### src/rtl/char_fill_arbiter_pkg.sv
// Shared constants and types for the character console fill arbiter.
// Covers screen geometry, bus windows, register offsets, the op and state enums, and helpers.
package char_fill_pkg;

  localparam int COLS  = 80;
  localparam int ROWS  = 30;
  localparam int CELLS = COLS * ROWS;
  localparam int AW    = 12;

  localparam logic [AW-1:0] COLS_W  = AW'(COLS);
  localparam logic [AW-1:0] CELLS_W = AW'(CELLS);

  localparam logic [1:0] WIN_CHAR = 2'b01;
  localparam logic [1:0] WIN_REG  = 2'b11;

  localparam logic [1:0] REG_CMD    = 2'd0;
  localparam logic [1:0] REG_STATUS = 2'd0;
  localparam logic [1:0] REG_FILL   = 2'd1;
  localparam logic [1:0] REG_START  = 2'd2;
  localparam logic [1:0] REG_COUNT  = 2'd3;

  localparam logic [15:0] FILL_RESET = 16'h0720;

  typedef enum logic [1:0] {
    OP_ABORT        = 2'd0,
    OP_CLEAR_SCREEN = 2'd1,
    OP_CLEAR_ROW    = 2'd2,
    OP_RANGE        = 2'd3
  } op_e;

  typedef enum logic [1:0] {
    S_IDLE = 2'd0,
    S_RUN  = 2'd1,
    S_DONE = 2'd2
  } state_e;

  function automatic logic [31:0] swap32(input logic [31:0] x);
    return {x[7:0], x[15:8], x[23:16], x[31:24]};
  endfunction

  function automatic logic [AW-1:0] row_base(input logic [4:0] row);
    return AW'(row) * COLS_W;
  endfunction

endpackage

### src/rtl/char_fill_arbiter_if.sv
// Bus and char RAM write-port signals of the fill arbiter.
// The master side is the CPU/RAM environment; the slave side is the arbiter.
interface char_fill_arbiter_if;
  import char_fill_pkg::*;

  logic [31:0]   a;
  logic [31:0]   d;
  logic          we;
  logic [31:0]   spo;
  logic [AW-1:0] fb_a;
  logic [15:0]   fb_d;
  logic          fb_we;
  logic          irq;

  modport master (output a, d, we, input spo, fb_a, fb_d, fb_we, irq);
  modport slave  (input a, d, we, output spo, fb_a, fb_d, fb_we, irq);

endinterface

### src/rtl/char_fill_arbiter_engine.sv
// Fill engine: command acceptance, FSM and cur/remaining counters.
// Offers one cell per cycle on addr/valid unless the CPU claims the port via yield.
//
//  state  | meaning
//  S_IDLE | no fill in progress, commands accepted
//  S_RUN  | writing cells, one per non-yielded cycle
//  S_DONE | one-cycle tail that raises done
module char_fill_engine
  import char_fill_pkg::*;
(
  input  logic          clk,
  input  logic          rst_n,
  input  logic          cmd_valid,
  input  op_e           cmd_op,
  input  logic [4:0]    cmd_row,
  input  logic [AW-1:0] start,
  input  logic [AW-1:0] count,
  input  logic          yield,
  output logic          valid,
  output logic [AW-1:0] addr,
  output logic          busy,
  output logic          err,
  output logic          done,
  output logic          finish
);

  state_e        state, state_nxt;
  logic [AW-1:0] cur, cur_nxt, rem, rem_nxt;
  logic [AW-1:0] load_cur, load_rem;
  logic          load_bad, err_nxt, done_nxt;

  always_comb begin
    load_cur = '0;
    load_rem = '0;
    load_bad = 1'b0;
    case (cmd_op)
      OP_CLEAR_SCREEN: load_rem = CELLS_W;
      OP_CLEAR_ROW: begin
        load_bad = (cmd_row >= 5'(ROWS));
        load_cur = row_base(cmd_row);
        load_rem = COLS_W;
      end
      OP_RANGE: begin
        load_bad = (start >= CELLS_W);
        load_cur = start;
        load_rem = (count < (CELLS_W - start)) ? count : (CELLS_W - start);
      end
      default: ;
    endcase
  end

  always_comb begin
    state_nxt = state;
    cur_nxt   = cur;
    rem_nxt   = rem;
    err_nxt   = err;
    done_nxt  = done;
    valid     = 1'b0;
    case (state)
      S_RUN: begin
        if (!yield) begin
          valid   = 1'b1;
          rem_nxt = rem - 1'b1;
          // cur parks on the last cell written so it never passes CELLS-1
          if (rem == AW'(1)) state_nxt = S_DONE;
          else               cur_nxt   = cur + 1'b1;
        end
      end
      S_DONE: begin
        state_nxt = S_IDLE;
        done_nxt  = 1'b1;
      end
      default: ;
    endcase
    if (cmd_valid) begin
      if (cmd_op == OP_ABORT) begin
        state_nxt = S_IDLE;
        valid     = 1'b0;
        cur_nxt   = cur;
        rem_nxt   = '0;
        err_nxt   = 1'b0;
      end else if (state != S_IDLE || load_bad) begin
        err_nxt = 1'b1;
      end else begin
        cur_nxt   = load_cur;
        rem_nxt   = load_rem;
        done_nxt  = 1'b0;
        state_nxt = (load_rem == '0) ? S_DONE : S_RUN;
      end
    end
  end

  always_ff @(posedge clk) begin
    if (!rst_n) begin
      state <= S_IDLE;
      cur   <= '0;
      rem   <= '0;
      err   <= 1'b0;
      done  <= 1'b0;
    end else begin
      state <= state_nxt;
      cur   <= cur_nxt;
      rem   <= rem_nxt;
      err   <= err_nxt;
      done  <= done_nxt;
    end
  end

  assign addr   = cur;
  assign busy   = (state != S_IDLE);
  assign finish = (state == S_DONE);

endmodule

### src/rtl/char_fill_arbiter.sv
// Char RAM write-port owner: CPU writes pass through with priority, the fill engine uses idle cycles.
// Define CHAR_FILL_IRQ_EN to add the fill-done interrupt flop; otherwise irq is tied low.
module char_fill_arbiter
  import char_fill_pkg::*;
(
  input logic               clk,
  input logic               rst_n,
  char_fill_arbiter_if.slave bus
);

  logic [31:0]   wdata, rdata;
  logic          sel_char, sel_reg, reg_we, reg_rd, cmd_valid, abort;
  logic [1:0]    reg_idx;
  logic [15:0]   fill_word;
  logic [AW-1:0] start_r, count_r;
  logic          eng_valid, eng_busy, eng_err, eng_done, eng_finish;
  logic [AW-1:0] eng_addr;
  logic          fb_we_nxt;
  logic [AW-1:0] fb_a_nxt;
  logic [15:0]   fb_d_nxt;
  logic          unused_bits;

  assign wdata     = swap32(bus.d);
  assign reg_idx   = bus.a[3:2];
  assign sel_char  = bus.we && (bus.a[23:22] == WIN_CHAR);
  assign sel_reg   = (bus.a[23:22] == WIN_REG);
  assign reg_we    = sel_reg && bus.we;
  assign reg_rd    = sel_reg && !bus.we;
  assign cmd_valid = reg_we && (reg_idx == REG_CMD);
  assign abort     = cmd_valid && (wdata[1:0] == OP_ABORT);

  always_ff @(posedge clk) begin
    if (!rst_n) begin
      fill_word <= FILL_RESET;
      start_r   <= '0;
      count_r   <= '0;
    end else if (reg_we) begin
      case (reg_idx)
        REG_FILL:  fill_word <= wdata[15:0];
        REG_START: start_r   <= wdata[AW-1:0];
        REG_COUNT: count_r   <= wdata[AW-1:0];
        default: ;
      endcase
    end
  end

  char_fill_engine u_engine (
    .clk       (clk),
    .rst_n     (rst_n),
    .cmd_valid (cmd_valid),
    .cmd_op    (op_e'(wdata[1:0])),
    .cmd_row   (wdata[12:8]),
    .start     (start_r),
    .count     (count_r),
    .yield     (sel_char),
    .valid     (eng_valid),
    .addr      (eng_addr),
    .busy      (eng_busy),
    .err       (eng_err),
    .done      (eng_done),
    .finish    (eng_finish)
  );

  always_comb begin
    fb_we_nxt = 1'b0;
    fb_a_nxt  = bus.fb_a;
    fb_d_nxt  = bus.fb_d;
    if (sel_char) begin
      fb_we_nxt = 1'b1;
      fb_a_nxt  = bus.a[13:2];
      fb_d_nxt  = wdata[15:0];
    end else if (eng_valid) begin
      fb_we_nxt = 1'b1;
      fb_a_nxt  = eng_addr;
      fb_d_nxt  = fill_word;
    end
  end

  always_comb begin
    rdata = '0;
    case (reg_idx)
      REG_STATUS: rdata = {eng_busy, eng_err, eng_done, 17'd0, eng_addr};
      REG_FILL:   rdata = {16'd0, fill_word};
      REG_START:  rdata = {20'd0, start_r};
      REG_COUNT:  rdata = {20'd0, count_r};
      default: ;
    endcase
  end

  always_ff @(posedge clk) begin
    if (!rst_n) begin
      bus.fb_we <= 1'b0;
      bus.fb_a  <= '0;
      bus.fb_d  <= '0;
      bus.spo   <= '0;
    end else begin
      bus.fb_we <= fb_we_nxt;
      bus.fb_a  <= fb_a_nxt;
      bus.fb_d  <= fb_d_nxt;
      if (reg_rd) bus.spo <= swap32(rdata);
    end
  end

`ifdef CHAR_FILL_IRQ_EN
  logic irq_r;

  // a completion in the same cycle as a STATUS read wins so it is never lost
  always_ff @(posedge clk) begin
    if (!rst_n)                                            irq_r <= 1'b0;
    else if (eng_finish)                                   irq_r <= 1'b1;
    else if ((reg_rd && reg_idx == REG_STATUS) || abort)   irq_r <= 1'b0;
  end

  assign bus.irq     = irq_r;
  assign unused_bits = ^{bus.a[31:24], bus.a[21:14], bus.a[1:0], wdata[31:16]};
`else
  assign bus.irq     = 1'b0;
  assign unused_bits = ^{bus.a[31:24], bus.a[21:14], bus.a[1:0], wdata[31:16], eng_finish, abort};
`endif

endmodule

### src/flat_wrapper.sv
// flat-port wrapper written by rule: the top's interface ports become plain ports
module char_fill_arbiter_flat import char_fill_pkg::*;
  (clk, rst_n, bus_a, bus_d, bus_we, bus_spo, bus_fb_a, bus_fb_d, bus_fb_we, bus_irq);
  char_fill_arbiter_if bus_i ();
  input logic clk;
  input logic rst_n;
  input wire logic [$bits(bus_i.a)-1:0] bus_a;
  input wire logic [$bits(bus_i.d)-1:0] bus_d;
  input wire logic [$bits(bus_i.we)-1:0] bus_we;
  output wire logic [$bits(bus_i.spo)-1:0] bus_spo;
  output wire logic [$bits(bus_i.fb_a)-1:0] bus_fb_a;
  output wire logic [$bits(bus_i.fb_d)-1:0] bus_fb_d;
  output wire logic [$bits(bus_i.fb_we)-1:0] bus_fb_we;
  output wire logic [$bits(bus_i.irq)-1:0] bus_irq;
  assign bus_i.a = bus_a;
  assign bus_i.d = bus_d;
  assign bus_i.we = bus_we;
  assign bus_spo = bus_i.spo;
  assign bus_fb_a = bus_i.fb_a;
  assign bus_fb_d = bus_i.fb_d;
  assign bus_fb_we = bus_i.fb_we;
  assign bus_irq = bus_i.irq;
  char_fill_arbiter u_core (.clk(clk), .rst_n(rst_n), .bus(bus_i));
endmodule
### config.mk
export PLATFORM = sky130hd
export DESIGN_NAME = char_fill_arbiter_flat
export DESIGN_NICKNAME = d
export VERILOG_FILES = /design/src/rtl/char_fill_arbiter_pkg.sv /design/src/rtl/char_fill_arbiter_if.sv /design/src/rtl/char_fill_arbiter_engine.sv /design/src/rtl/char_fill_arbiter.sv /design/src/flat_wrapper.sv
export SDC_FILE = /design/constraint.sdc
export NUM_CORES = 1
export LEC_CHECK = 0
export BUFFER_PORTS_ARGS = -buffer_cell sky130_fd_sc_hd__buf_2
export CORE_MARGIN = 3
export CORE_UTILIZATION = 56
export CTS_BUF_LIST = sky130_fd_sc_hd__clkbuf_4
export DETAILED_ROUTE_END_ITERATION = 7
export PLACE_DENSITY = 0.81
export SLEW_MARGIN = 30
export SYNTH_ARGS = -nofsm -noshare
export SYNTH_HDL_FRONTEND = slang
export SYNTH_SLANG_ARGS = --single-unit
### constraint.sdc
create_clock -name clk -period 4.35 [get_ports clk]
set_input_delay 0.87 -clock clk [delete_from_list [all_inputs] [get_ports clk]]
set_output_delay 0.87 -clock clk [all_outputs]
set_load 0.05 [all_outputs]
==> results by group, run 1 <==
Clock tree
  – Setup repair bufs after CTS: 0
  – CTS tree: built
  – CTS resizes: 0
  – Worst-Skew Late Latency: 0.55 ns
  – # hold bufs at CTS: 0
  – CTS buffer count: 17
  – CTS root buf: clkbuf_4
  – Max clock buf depth: 2
  – Clock Pin Slew Worst Setup and Hold Paths: 0.10 ns
  – Sinks on Clock Net: 116
  – H-tree Lvls: 4

Synthesis
  – Seq cells post-synth: 116
  – Post-synthesis sequential area ratio: 36.1%
  – Top-area cell type share of the netlist area: 36.1%
  – Fraction of registers with async set/reset: 0%
  – EDFF count, synth: 0
  – Leading post-synthesis cells by cell area: dfxtp_1 (36%), nand2_1 (7.2%), nor2_1 (5.8%), a21oi_1 (5.1%), ha_1 (4.7%)
  – Synth area leader: dfxtp_1
  – Most numerous cell in the Yosys netlist: nand2_1
  – Synth warn: 0
  – Mean area per synthesized cell: 8.09 um2
  – Synth cell types: 65
  – Mapped cell area: 6440 um2
  – Post-synth top cells: nand2_1 (123), dfxtp_1 (116), nor2_1 (100), a21oi_1 (66), nand3_1 (56)
  – Syn Inst Count: 796
  – Main synth FF type: dfxtp_1

Power
  – Pleak: 0.00286 uW
  – Logic pwr share: 13.5%
  – Net Sw Frac: 28.8%
  – Clock power share: 36.6%
  – P_int: 1580 uW
  – Power per cell area: 313 nW/um2
  – Peak VDD IR: 0.000236 V
  – Sequential Power Share: 49.9%
  – Net switching power figure: 641 uW

Floorplan
  – Die Y: 113 um
  – Top-Level Pins: 129
  – Core region area: 11000 um2
  – Rows: 38
  – DIE WIDTH: 113 um
  – Initial core utilization: 58.4%
  – Die area: 12800 um2

Timing
  – Post-route clock period utilization: 92.6%
  – Final critical-path required period: 4.03 ns
  – Worst-margin pin slew: 0.980 ns
  – Clock Skews: 0.0246 ns
  – Max-slew headroom at the worst pin: 34.6%
  – TNS Setup: 0 ns
  – Final setup viols: 0
  – Final hold violations: 0
  – WHS: 0.461 ns
  – Final Slew Violations: 0
  – RSZ-0062 raised after global routing: no
  – Achievable Freq: 248 MHz

Worst hold path
  – Hold Path Class: reg -> reg
  – Sink of the worst hold path: u_core.bus.spo[22]
  – WHS Path Cells: 2
  – Hold Startpoint: u_core.bus.spo[22]

Critical path
  – Slack of the worst reg-to-reg path: 0.32 ns
  – Worst reg2reg path endpoint: u_core.u_engine.state[0]
  – CP max FO: 13
  – CP Class: reg -> reg
  – Nature of the critical path startpoint: flop
  – Worst endpoint required time: 4.79 ns
  – RR Startpoint: u_core.start_r[1]
  – Critical path arrival: 4.46 ns
  – Nature of the critical path endpoint: flop
  – R2r worst-path depth: 14

Routing
  – Vias post-DR: 6115
  – Wire per inst: 18.4 um
  – WL final: 18400 um
  – Residual DRC: 0
  – Avg Vias per Cell: 6.12
  – First-pass DRT Iterations: 6
  – Antenna viol nets, final: 0
  – Initial DRC count: 737

Finish
  – Final Util: 64.4%
  – Non-filler cells, final: 999
  – # fillers: 953
  – Layout cells sized above 1: 17.6%
  – Cell area after layout: 7100 um2
  – # nets final: 940
  – Layout area overhead: 10.3%
  – Diode count: 0

Global routing
  – Overflow after GRT: 0
  – Total GRT Usage: 29.0%
  – Vias in the first global route: 5599
  – Largest net degree at the start of global routing: 60
  – First-pass GRT wire length: 29400 um
  – Initial antenna violation count: 0

Outcome
  – Status: complete, no violations

Flow run
  – Max Cap Viol: 0

Place
  – Placed Cells: 969
  – IO buf count: 80
  – Hpwl dp: 13300 um
  – DP Area: 6810 um2
  – GPL Wtd Cong: 0.997
layout make-up:
type | instances | area, um2 | area share [%]
well taps | 140 | 175 | 2.47
clock inverters | 10 | 133 | 1.87
clock buffers | 20 | 150 | 2.11
flip-flops and latches | 116 | 2320 | 32.7
multi-input cells | 599 | 3740 | 52.7
repair buffers | 93 | 498 | 7.01
inverters | 21 | 78.8 | 1.11
routing by layer:
| metal | global-route usage (%) | part of all wire [%] | vias up |
|---|---|---|---|
| met5 | 0 | 0 | - |
| met3 | 7.86 | 11 | 45 |
| met4 | 11.7 | 2.7 | 0 |
| met2 | 43.4 | 45 | 329 |
| li1 | - | - | 2901 |
| met1 | 39.7 | 42 | 2840 |
cells by family after synthesis:
logic type	synth area share, %
AND/OR/NAND/NOR	23.1
AO/OA/AOI/OAI	17.2
flip-flops	36.1
buffers and inverters	6.65
multiplexers	8.80
adder cells (fa/ha/maj)	4.98
XOR/XNOR	3.11
other	0.0583
metrics by stage:
stage | setup slack, ns | total power (uW)
after floorplan | 0.716 | 1360
after global placement | 0.470 | 1420
after detailed placement | 0.450 | 1430
after CTS | 0.419 | 2230
after global routing | 0.0772 | 2310
final | 0.324 | 2220
worst max path at each step:
stage	from	end	slack [ns]
after global placement	u_core.start_r[1]	u_core.u_engine.state[0]	0.47
final	u_core.start_r[1]	u_core.u_engine.state[0]	0.32
after floorplan	u_core.start_r[0]	u_core.u_engine.state[0]	0.72
after global routing	u_core.start_r[1]	u_core.u_engine.state[0]	0.08
after CTS	u_core.start_r[1]	u_core.u_engine.state[0]	0.42
after detailed placement	u_core.start_r[1]	u_core.u_engine.state[0]	0.45
worst max-delay path: stages (launching register included):
cell and delay [ns]:
dfxtp_1 0.42, inv_1 0.09, ha_1 0.25, or4b_4 0.52, a31oi_4 0.21, o21bai_1 0.12
xnor2_2 0.15, ha_1 0.31, a21o_1 0.18, a221oi_2 0.30, and2_1 0.44, o21ai_0 0.22
o31ai_1 0.30, nand4_1 0.18, a31o_1 0.24
flip-flops by register name (all words and copies together) (netlist names):
register	flops
u_core.bus.spo	19
u_core.bus.fb_d	16
u_core.fill_word	16
u_core.bus.fb_a	12
u_core.count_r	12
u_core.start_r	12
u_core.u_engine.addr	12
u_core.u_engine.rem	12
u_core.u_engine.state	2
u_core.bus.fb_we	1
u_core.u_engine.done	1
u_core.u_engine.err	1
power groups by stage:
stage	combinational [uW]	sequential, uW	clock, uW
floorplan	179	1180	0
global placement	288	1130	0
detailed placement	295	1130	0
CTS	296	1110	824
global route	323	1110	875
finish	300	1110	813
cell usage in the layout (no fill, tap or decap), drive strengths merged, types with 5 or more instances in the layout:
cell,instances
a211oi,5
a21oi,66
a311oi,32
a31oi,5
and2,7
buf,93
clkbuf,20
conb,14
dfxtp,116
ha,24
inv,22
mux2i,27
mux4,12
nand2,123
nand3,56
nand4,7
nor2,100
nor2b,5
nor3,13
nor4,6
o211ai,5
o21ai,21
o31ai,5
xnor2,11
xor2,11
Power figures use the tool's default switching activity.
==> inputs of run 2 (changes only) <==
--- a/config.mk
+++ b/config.mk
@@ -10,7 +10,7 @@
 export CORE_UTILIZATION = 56
 export CTS_BUF_LIST = sky130_fd_sc_hd__clkbuf_4
 export DETAILED_ROUTE_END_ITERATION = 7
-export PLACE_DENSITY = 0.81
+export PLACE_DENSITY_LB_ADDON = 0.2
 export SLEW_MARGIN = 30
 export SYNTH_ARGS = -nofsm -noshare
 export SYNTH_HDL_FRONTEND = slang
==> run 2 against run 1 <==
Cell area rose by 0.16%. Count of clock-buffer cells in the layout fell by 1. Sequential cell count is the same. Fmax rose by 0.89%. First-iteration DRC count shrank 22%. Non-clock buffer count decreased by 1.
==> results by group, run 2 (synthesis gave the netlist of run 1 again) <==
Critical path
  – Nature of the critical path endpoint: flop (unchanged)
  – Nature of the critical path startpoint: flop (unchanged)
  – Worst reg2reg path endpoint: u_core.u_engine.state[0] (unchanged)
  – Slowest cell on crit path: or4b_4 (unchanged)
  – Critical path arrival: 4.44 ns (was 4.46 ns)
  – CP max FO: 13 (unchanged)
  – Worst endpoint required time: 4.80 ns (was 4.79 ns)
  – CP delay by family, top: simple AND/OR/NAND/NOR gates (was compound AO/OA/AOI/OAI gates)
  – Worst path bufs/invs: 1 (unchanged)
  – Slack of the worst reg-to-reg path: 0.36 ns (was 0.32 ns)
  – RR Startpoint: u_core.start_r[1] (unchanged)
  – Worst-path cell chain: inv_1 -> ha_1 -> or4b_4 -> a31oi_4 -> o21bai_1 -> xnor2_2 -> ha_1 -> nand3_1 -> nor4_1 -> o31ai_2 -> and2_1 -> mux2i_1 -> o31ai_2 -> nand4_1 -> a31o_1 (was inv_1 -> ha_1 -> or4b_4 -> a31oi_4 -> o21bai_1 -> xnor2_2 -> ha_1 -> a21o_1 -> a221oi_2 -> and2_1 -> o21ai_0 -> o31ai_1 -> nand4_1 -> a31o_1)
  – CP Class: reg -> reg (unchanged)
  – R2r worst-path depth: 15 (was 14)
  – CP peak stage delay: 0.52 ns (about the same)

Global routing
  – Largest net degree at the start of global routing: 58 (was 60)
  – Total GRT Usage: 28.7% (was 29.0%)
  – First-pass GRT wire length: 29000 um (was 29400 um)
  – Overflow after GRT: 0 (unchanged)
  – Vias in the first global route: 5531 (was 5599)
  – Initial antenna violation count: 3 (was 0)

Routing
  – Residual DRC: 0 (unchanged)
  – Antenna viol nets, final: 0 (unchanged)
  – First-pass DRT Iterations: 5 (was 6)
  – Initial DRC count: 577 (was 737)
  – WL final: 18000 um (was 18400 um)
  – Wire per inst: 18.0 um (was 18.4 um)
  – Avg Vias per Cell: 6.00 (was 6.12)
  – Vias post-DR: 6002 (was 6115)

Finish
  – # nets final: 939 (was 940)
  – Max FFs per register: 19 (unchanged)
  – Layout cells sized above 1: 17.8% (was 17.6%)
  – Commonest non-fill, non-tap cell in the layout: nand2_1 (unchanged)
  – Biggest register: u_core.bus.spo (unchanged)
  – Diode count: 0 (unchanged)
  – # fillers: 990 (was 953)
  – Layout area overhead: 10.5% (was 10.3%)
  – Regs by FF count: u_core.bus.spo x19, u_core.bus.fb_d x16, u_core.fill_word x16 (unchanged)
  – Cell area after layout: 7110 um2 (was 7100 um2)
  – Commonest non-fill, non-tap cells in the layout: nand2_1 (123), dfxtp_1 (116), nor2_1 (99), buf_2 (80), a21oi_1 (66) (unchanged)

Timing
  – Final hold violations: 0 (unchanged)
  – Max-slew headroom at the worst pin: 44.6% (was 34.6%)
  – Clock Skews: 0.0202 ns (was 0.0246 ns)
  – Post-route clock period utilization: 91.7% (was 92.6%)
  – Final critical-path required period: 3.99 ns (was 4.03 ns)
  – Worst-margin pin slew: 0.829 ns (was 0.980 ns)
  – Achievable Freq: 251 MHz (was 248 MHz)
  – Final setup viols: 0 (unchanged)
  – TNS Setup: 0 ns (unchanged)
  – Final Slew Violations: 0 (unchanged)
  – RSZ-0062 raised after global routing: no (unchanged)

Worst hold path
  – WHS Path Cells: 2 (unchanged)
  – Hold Path Class: reg -> reg (unchanged)
  – Hold Startpoint: u_core.bus.spo[23] (was u_core.bus.spo[22])
  – Sink of the worst hold path: u_core.bus.spo[23] (was u_core.bus.spo[22])

Floorplan
  – Initial core utilization: 58.4% (unchanged)
  – Rows: 38 (unchanged)
  – Die area: 12800 um2 (unchanged)
  – Die Y: 113 um (unchanged)
  – Core region area: 11000 um2 (unchanged)
  – DIE WIDTH: 113 um (unchanged)
  – Top-Level Pins: 129 (unchanged)

Power
  – Pleak: 0.00287 uW (was 0.00286 uW)
  – Power per cell area: 316 nW/um2 (was 313 nW/um2)
  – Total power: 2250 uW (was 2220 uW)
  – Peak VDD IR: 0.000272 V (was 0.000236 V)

Place
  – GPL Wtd Cong: 0.970 (was 0.997)
  – DP Area: 6810 um2 (about the same)
  – IO buf count: 80 (unchanged)
  – Hpwl dp: 13300 um (about the same)

Clock tree
  – Worst-Skew Late Latency: 0.54 ns (was 0.55 ns)
  – CTS root buf: clkbuf_4 (unchanged)
  – CTS buffer count: 17 (unchanged)
  – CTS tree: built (unchanged)
  – Clock Pin Slew Worst Setup and Hold Paths: 0.11 ns (was 0.10 ns)
  – H-tree Lvls: 4 (unchanged)
  – CTS resizes: 0 (unchanged)
  – # hold bufs at CTS: 0 (unchanged)
  – Max clock buf depth: 2 (unchanged)
  – Setup repair bufs after CTS: 0 (unchanged)
  – Sinks on Clock Net: 116 (unchanged)

Flow run
  – Max Cap Viol: 0 (unchanged)

Outcome
  – Status: complete, no violations (unchanged)
==> run 2: worst max path at each step <==
| stage | start | depth (start not counted) | slack, ns | to |
|---|---|---|---|---|
| 3_3_place_gp | u_core.start_r[1] | 15 | 0.44 | u_core.u_engine.state[0] |
| 6_report | u_core.start_r[1] | 15 | 0.36 | u_core.u_engine.state[0] |
| 5_1_grt | u_core.start_r[1] | 15 | 0.03 | u_core.u_engine.state[0] |
| 4_1_cts | u_core.start_r[1] | 15 | 0.39 | u_core.u_engine.state[0] |
| 2_1_floorplan | u_core.start_r[0] | 16 | 0.72 | u_core.u_engine.state[0] |
| 3_5_place_dp | u_core.start_r[1] | 15 | 0.42 | u_core.u_engine.state[0] |
==> run 2: final cells by class <==
class	instances	area [um2]	area share, %
inverters	21	78.8	1.11
well taps	140	175	2.46
repair buffers	92	490	6.90
flip-flops and latches	116	2320	32.7
clock inverters	13	159	2.23
clock buffers	19	143	2.01
multi-input cells	599	3740	52.6
==> run 2: power breakdown <==
group	switching, uW	total, uW	internal [uW]
Clock	428	838	411
Combinational	211	297	86.6
Sequential	22.9	1110	1090
Total	661	2250	1580
==> run 2: metal layers <==
layer	track usage (%)	up-vias	part of all wire [%]
li1	-	2902	-
met2	42.7	318	43
met4	12.3	6	3.7
met3	8.45	53	9.9
met5	0	-	0.23
met1	38.8	2723	43
==> run 2: worst min-delay path, cell delays in order, from the launching register on <==
cell     delay [ns]
dfxtp_1        0.33
nand2_1        0.05
a21oi_1        0.05
==> run 2: stage by stage <==
| step | worst slack (ns) | std cells | util [%] | hold WS (ns) |
|---|---|---|---|---|
| floorplan | 0.716 | 809 | - | 0.440 |
| global placement | 0.437 | 968 | 61.7 | 0.437 |
| detailed placement | 0.419 | 968 | 61.7 | 0.445 |
| CTS | 0.388 | 1000 | 64.4 | 0.459 |
| global route | 0.0293 | 1000 | 64.5 | 0.486 |
| finish | 0.359 | 1000 | 64.5 | 0.458 |
==> inputs of run 3 (changes only) <==
--- a/config.mk
+++ b/config.mk
@@ -9,6 +9,7 @@
 export CORE_MARGIN = 3
 export CORE_UTILIZATION = 56
 export CTS_BUF_LIST = sky130_fd_sc_hd__clkbuf_4
+export CTS_CLUSTER_SIZE = 20
 export DETAILED_ROUTE_END_ITERATION = 7
 export PLACE_DENSITY_LB_ADDON = 0.2
 export SLEW_MARGIN = 30
==> constraint.sdc (replaced) <==
create_clock -name clk -period 4.35 [get_ports clk]
set_input_delay 0.435 -clock clk [delete_from_list [all_inputs] [get_ports clk]]
set_output_delay 0.435 -clock clk [all_outputs]
set_load 0.05 [all_outputs]
==> run 3 against run 2 <==
Register-to-register slack got worse by 0.06 ns. Via count rose by 2.6%. Sequential power barely moved. Cell count fell by 0.20%. Largest power group unchanged.
==> results by group, run 3 (synthesis gave the netlist of run 1 again) <==
Timing
  – RSZ-0062 raised after global routing: no (unchanged)
  – Final hold violations: 0 (unchanged)
  – Max-slew headroom at the worst pin: 46.0% (was 44.6%)
  – Achievable Freq: 247 MHz (was 251 MHz)
  – WHS: 0.125 ns (was 0.458 ns)
  – Worst-margin pin slew: 0.808 ns (was 0.829 ns)
  – Post-route clock period utilization: 93.1% (was 91.7%)
  – TNS Setup: 0 ns (unchanged)
  – Final critical-path required period: 4.05 ns (was 3.99 ns)
  – Final setup viols: 0 (unchanged)
  – Clock Skews: 0.0174 ns (was 0.0202 ns)
  – Final Slew Violations: 0 (unchanged)

Critical path
  – Critical path arrival: 4.50 ns (was 4.44 ns)
  – Worst reg2reg path endpoint: u_core.u_engine.state[0] (unchanged)
  – R2r worst-path depth: 15 (unchanged)
  – Slack of the worst reg-to-reg path: 0.30 ns (was 0.36 ns)
  – CP max FO: 13 (unchanged)
  – CP Launch Point: u_core.start_r[0] (was u_core.start_r[1])
  – Crit path to: u_core.u_engine.state[0] (unchanged)
  – Nature of the critical path startpoint: flop (unchanged)
  – Worst endpoint required time: 4.80 ns (about the same)
  – CP Class: reg -> reg (unchanged)
  – Nature of the critical path endpoint: flop (unchanged)
  – RR Startpoint: u_core.start_r[0] (was u_core.start_r[1])

Finish
  – Regs by FF count: u_core.bus.spo x19, u_core.bus.fb_d x16, u_core.fill_word x16 (unchanged)
  – Max FFs per register: 19 (unchanged)
  – Layout area overhead: 10.2% (was 10.5%)
  – # nets final: 937 (was 939)
  – Commonest non-fill, non-tap cell in the layout: nand2_1 (unchanged)
  – # fillers: 990 (unchanged)
  – Commonest non-fill, non-tap cells in the layout: nand2_1 (123), dfxtp_1 (116), nor2_1 (99), buf_2 (80), a21oi_1 (66) (unchanged)
  – Diode count: 0 (unchanged)
  – Layout cells sized above 1: 17.2% (was 17.8%)
  – Biggest register: u_core.bus.spo (unchanged)

Place
  – GPL Wtd Cong: 0.954 (was 0.970)
  – IO buf count: 80 (unchanged)
  – Hpwl dp: 13400 um (was 13300 um)

Outcome
  – Status: complete, no violations (unchanged)

Routing
  – Initial DRC count: 600 (was 577)
  – First-pass DRT Iterations: 5 (unchanged)
  – Wire per inst: 18.5 um (was 18.0 um)
  – Residual DRC: 0 (unchanged)
  – Vias post-DR: 6156 (was 6002)
  – WL final: 18500 um (was 18000 um)
  – Antenna viol nets, final: 0 (unchanged)
  – Avg Vias per Cell: 6.17 (was 6.00)

Power
  – Pleak: 0.00285 uW (was 0.00287 uW)
  – Sequential Power Share: 49.5% (was 49.4%)
  – Net switching power figure: 669 uW (was 661 uW)
  – Peak VDD IR: 0.000257 V (was 0.000272 V)
  – Clock power share: 37.2% (was 37.3%)
  – Net Sw Frac: 29.8% (was 29.4%)
  – Power per cell area: 316 nW/um2 (about the same)
  – Logic pwr share: 13.3% (was 13.2%)
  – P_int: 1570 uW (was 1580 uW)

Clock tree
  – CTS tree: built (unchanged)
  – Worst-Skew Late Latency: 0.55 ns (was 0.54 ns)
  – CTS resizes: 0 (unchanged)
  – Sinks on Clock Net: 116 (unchanged)
  – CTS root buf: clkbuf_4 (unchanged)
  – Clock Pin Slew Worst Setup and Hold Paths: 0.11 ns (about the same)
  – Setup repair bufs after CTS: 0 (unchanged)
  – Max clock buf depth: 2 (unchanged)
  – CTS buffer count: 17 (unchanged)
  – H-tree Lvls: 4 (unchanged)
  – # hold bufs at CTS: 0 (unchanged)

Global routing
  – Vias in the first global route: 5599 (was 5531)
  – Largest net degree at the start of global routing: 69 (was 58)
  – First-pass GRT wire length: 29500 um (was 29000 um)
  – Total GRT Usage: 29.2% (was 28.7%)
  – Initial antenna violation count: 1 (was 3)
  – Overflow after GRT: 0 (unchanged)

Floorplan
  – Rows: 38 (unchanged)
  – DIE WIDTH: 113 um (unchanged)
  – Die area: 12800 um2 (unchanged)
  – Initial core utilization: 58.4% (unchanged)
  – Core region area: 11000 um2 (unchanged)
  – Die Y: 113 um (unchanged)
  – Top-Level Pins: 129 (unchanged)

Worst hold path
  – Hold Path Class: in -> reg (was reg -> reg)

Flow run
  – Max Cap Viol: 0 (unchanged)
==> run 3: worst min path at each step <==
stage / start / end / slack [ns] / depth (start not counted)
2_1_floorplan: u_core.u_engine.err / u_core.u_engine.err / 0.44 / 2
3_3_place_gp: u_core.bus.spo[23] / u_core.bus.spo[23] / 0.44 / 2
3_5_place_dp: u_core.bus.spo[25] / u_core.bus.spo[25] / 0.45 / 2
4_1_cts: bus_d[22] / u_core.fill_word[14] / 0.1 / 3
5_1_grt: bus_d[22] / u_core.fill_word[14] / 0.10 / 3
6_report: bus_d[23] / u_core.fill_word[15] / 0.12 / 3
==> run 3: power groups by stage <==
stage | clock (uW) | sequential [uW] | combinational (uW)
3_3_place_gp | 0 | 1130 | 287
2_1_floorplan | 0 | 1180 | 179
6_report | 834 | 1110 | 299
4_1_cts | 836 | 1110 | 295
5_1_grt | 882 | 1110 | 322
3_5_place_dp | 0 | 1130 | 294
==> run 3: cell type report <==
cell class | count | area [um2] | share of cell area [%]
inverter | 21 | 81.3 | 1.15
timing repair buffer | 90 | 475 | 6.70
clock inverter | 14 | 161 | 2.28
sequential | 116 | 2320 | 32.7
multi-input combinational | 599 | 3740 | 52.8
clock buffer | 18 | 135 | 1.90
tap | 140 | 175 | 2.47
==> run 3: critical path, cell delays in order (launching register included) <==
cell and delay (ns):
dfxtp_1 0.42, inv_1 0.12, ha_1 0.27, or4b_4 0.52, a31oi_4 0.21, o21bai_1 0.12, xnor2_2 0.16, ha_1 0.31
nand3_1 0.09, nor4_1 0.38, o31ai_2 0.20, and2_1 0.34, mux2i_1 0.18, o31ai_2 0.19, nand4_1 0.16, a31o_1 0.25
==> run 3: per-layer routing <==
metal / vias up / part of all wire, % / GRT usage [%] / routed length [um]
met5: - / 0.070 / 0 / 13
met4: 2 / 2.3 / 10.7 / 425
met1: 2882 / 43 / 39.9 / 7850
met2: 325 / 45 / 45.5 / 8290
li1: 2901 / - / - / -
met3: 46 / 10 / 6.31 / 1880
==> run 3: stage by stage <==
| step | instances | total power (uW) | worst slack [ns] | area [um2] | utilization [%] |
|---|---|---|---|---|---|
| 2_1_floorplan | 809 | 1360 | 0.716 | 6490 | - |
| 3_3_place_gp | 966 | 1420 | 0.411 | 6790 | 61.5 |
| 3_5_place_dp | 966 | 1430 | 0.393 | 6800 | 61.6 |
| 4_1_cts | 998 | 2240 | 0.343 | 7090 | 64.3 |
| 5_1_grt | 998 | 2320 | 0.0519 | 7090 | 64.3 |
| 6_report | 998 | 2240 | 0.299 | 7090 | 64.3 |
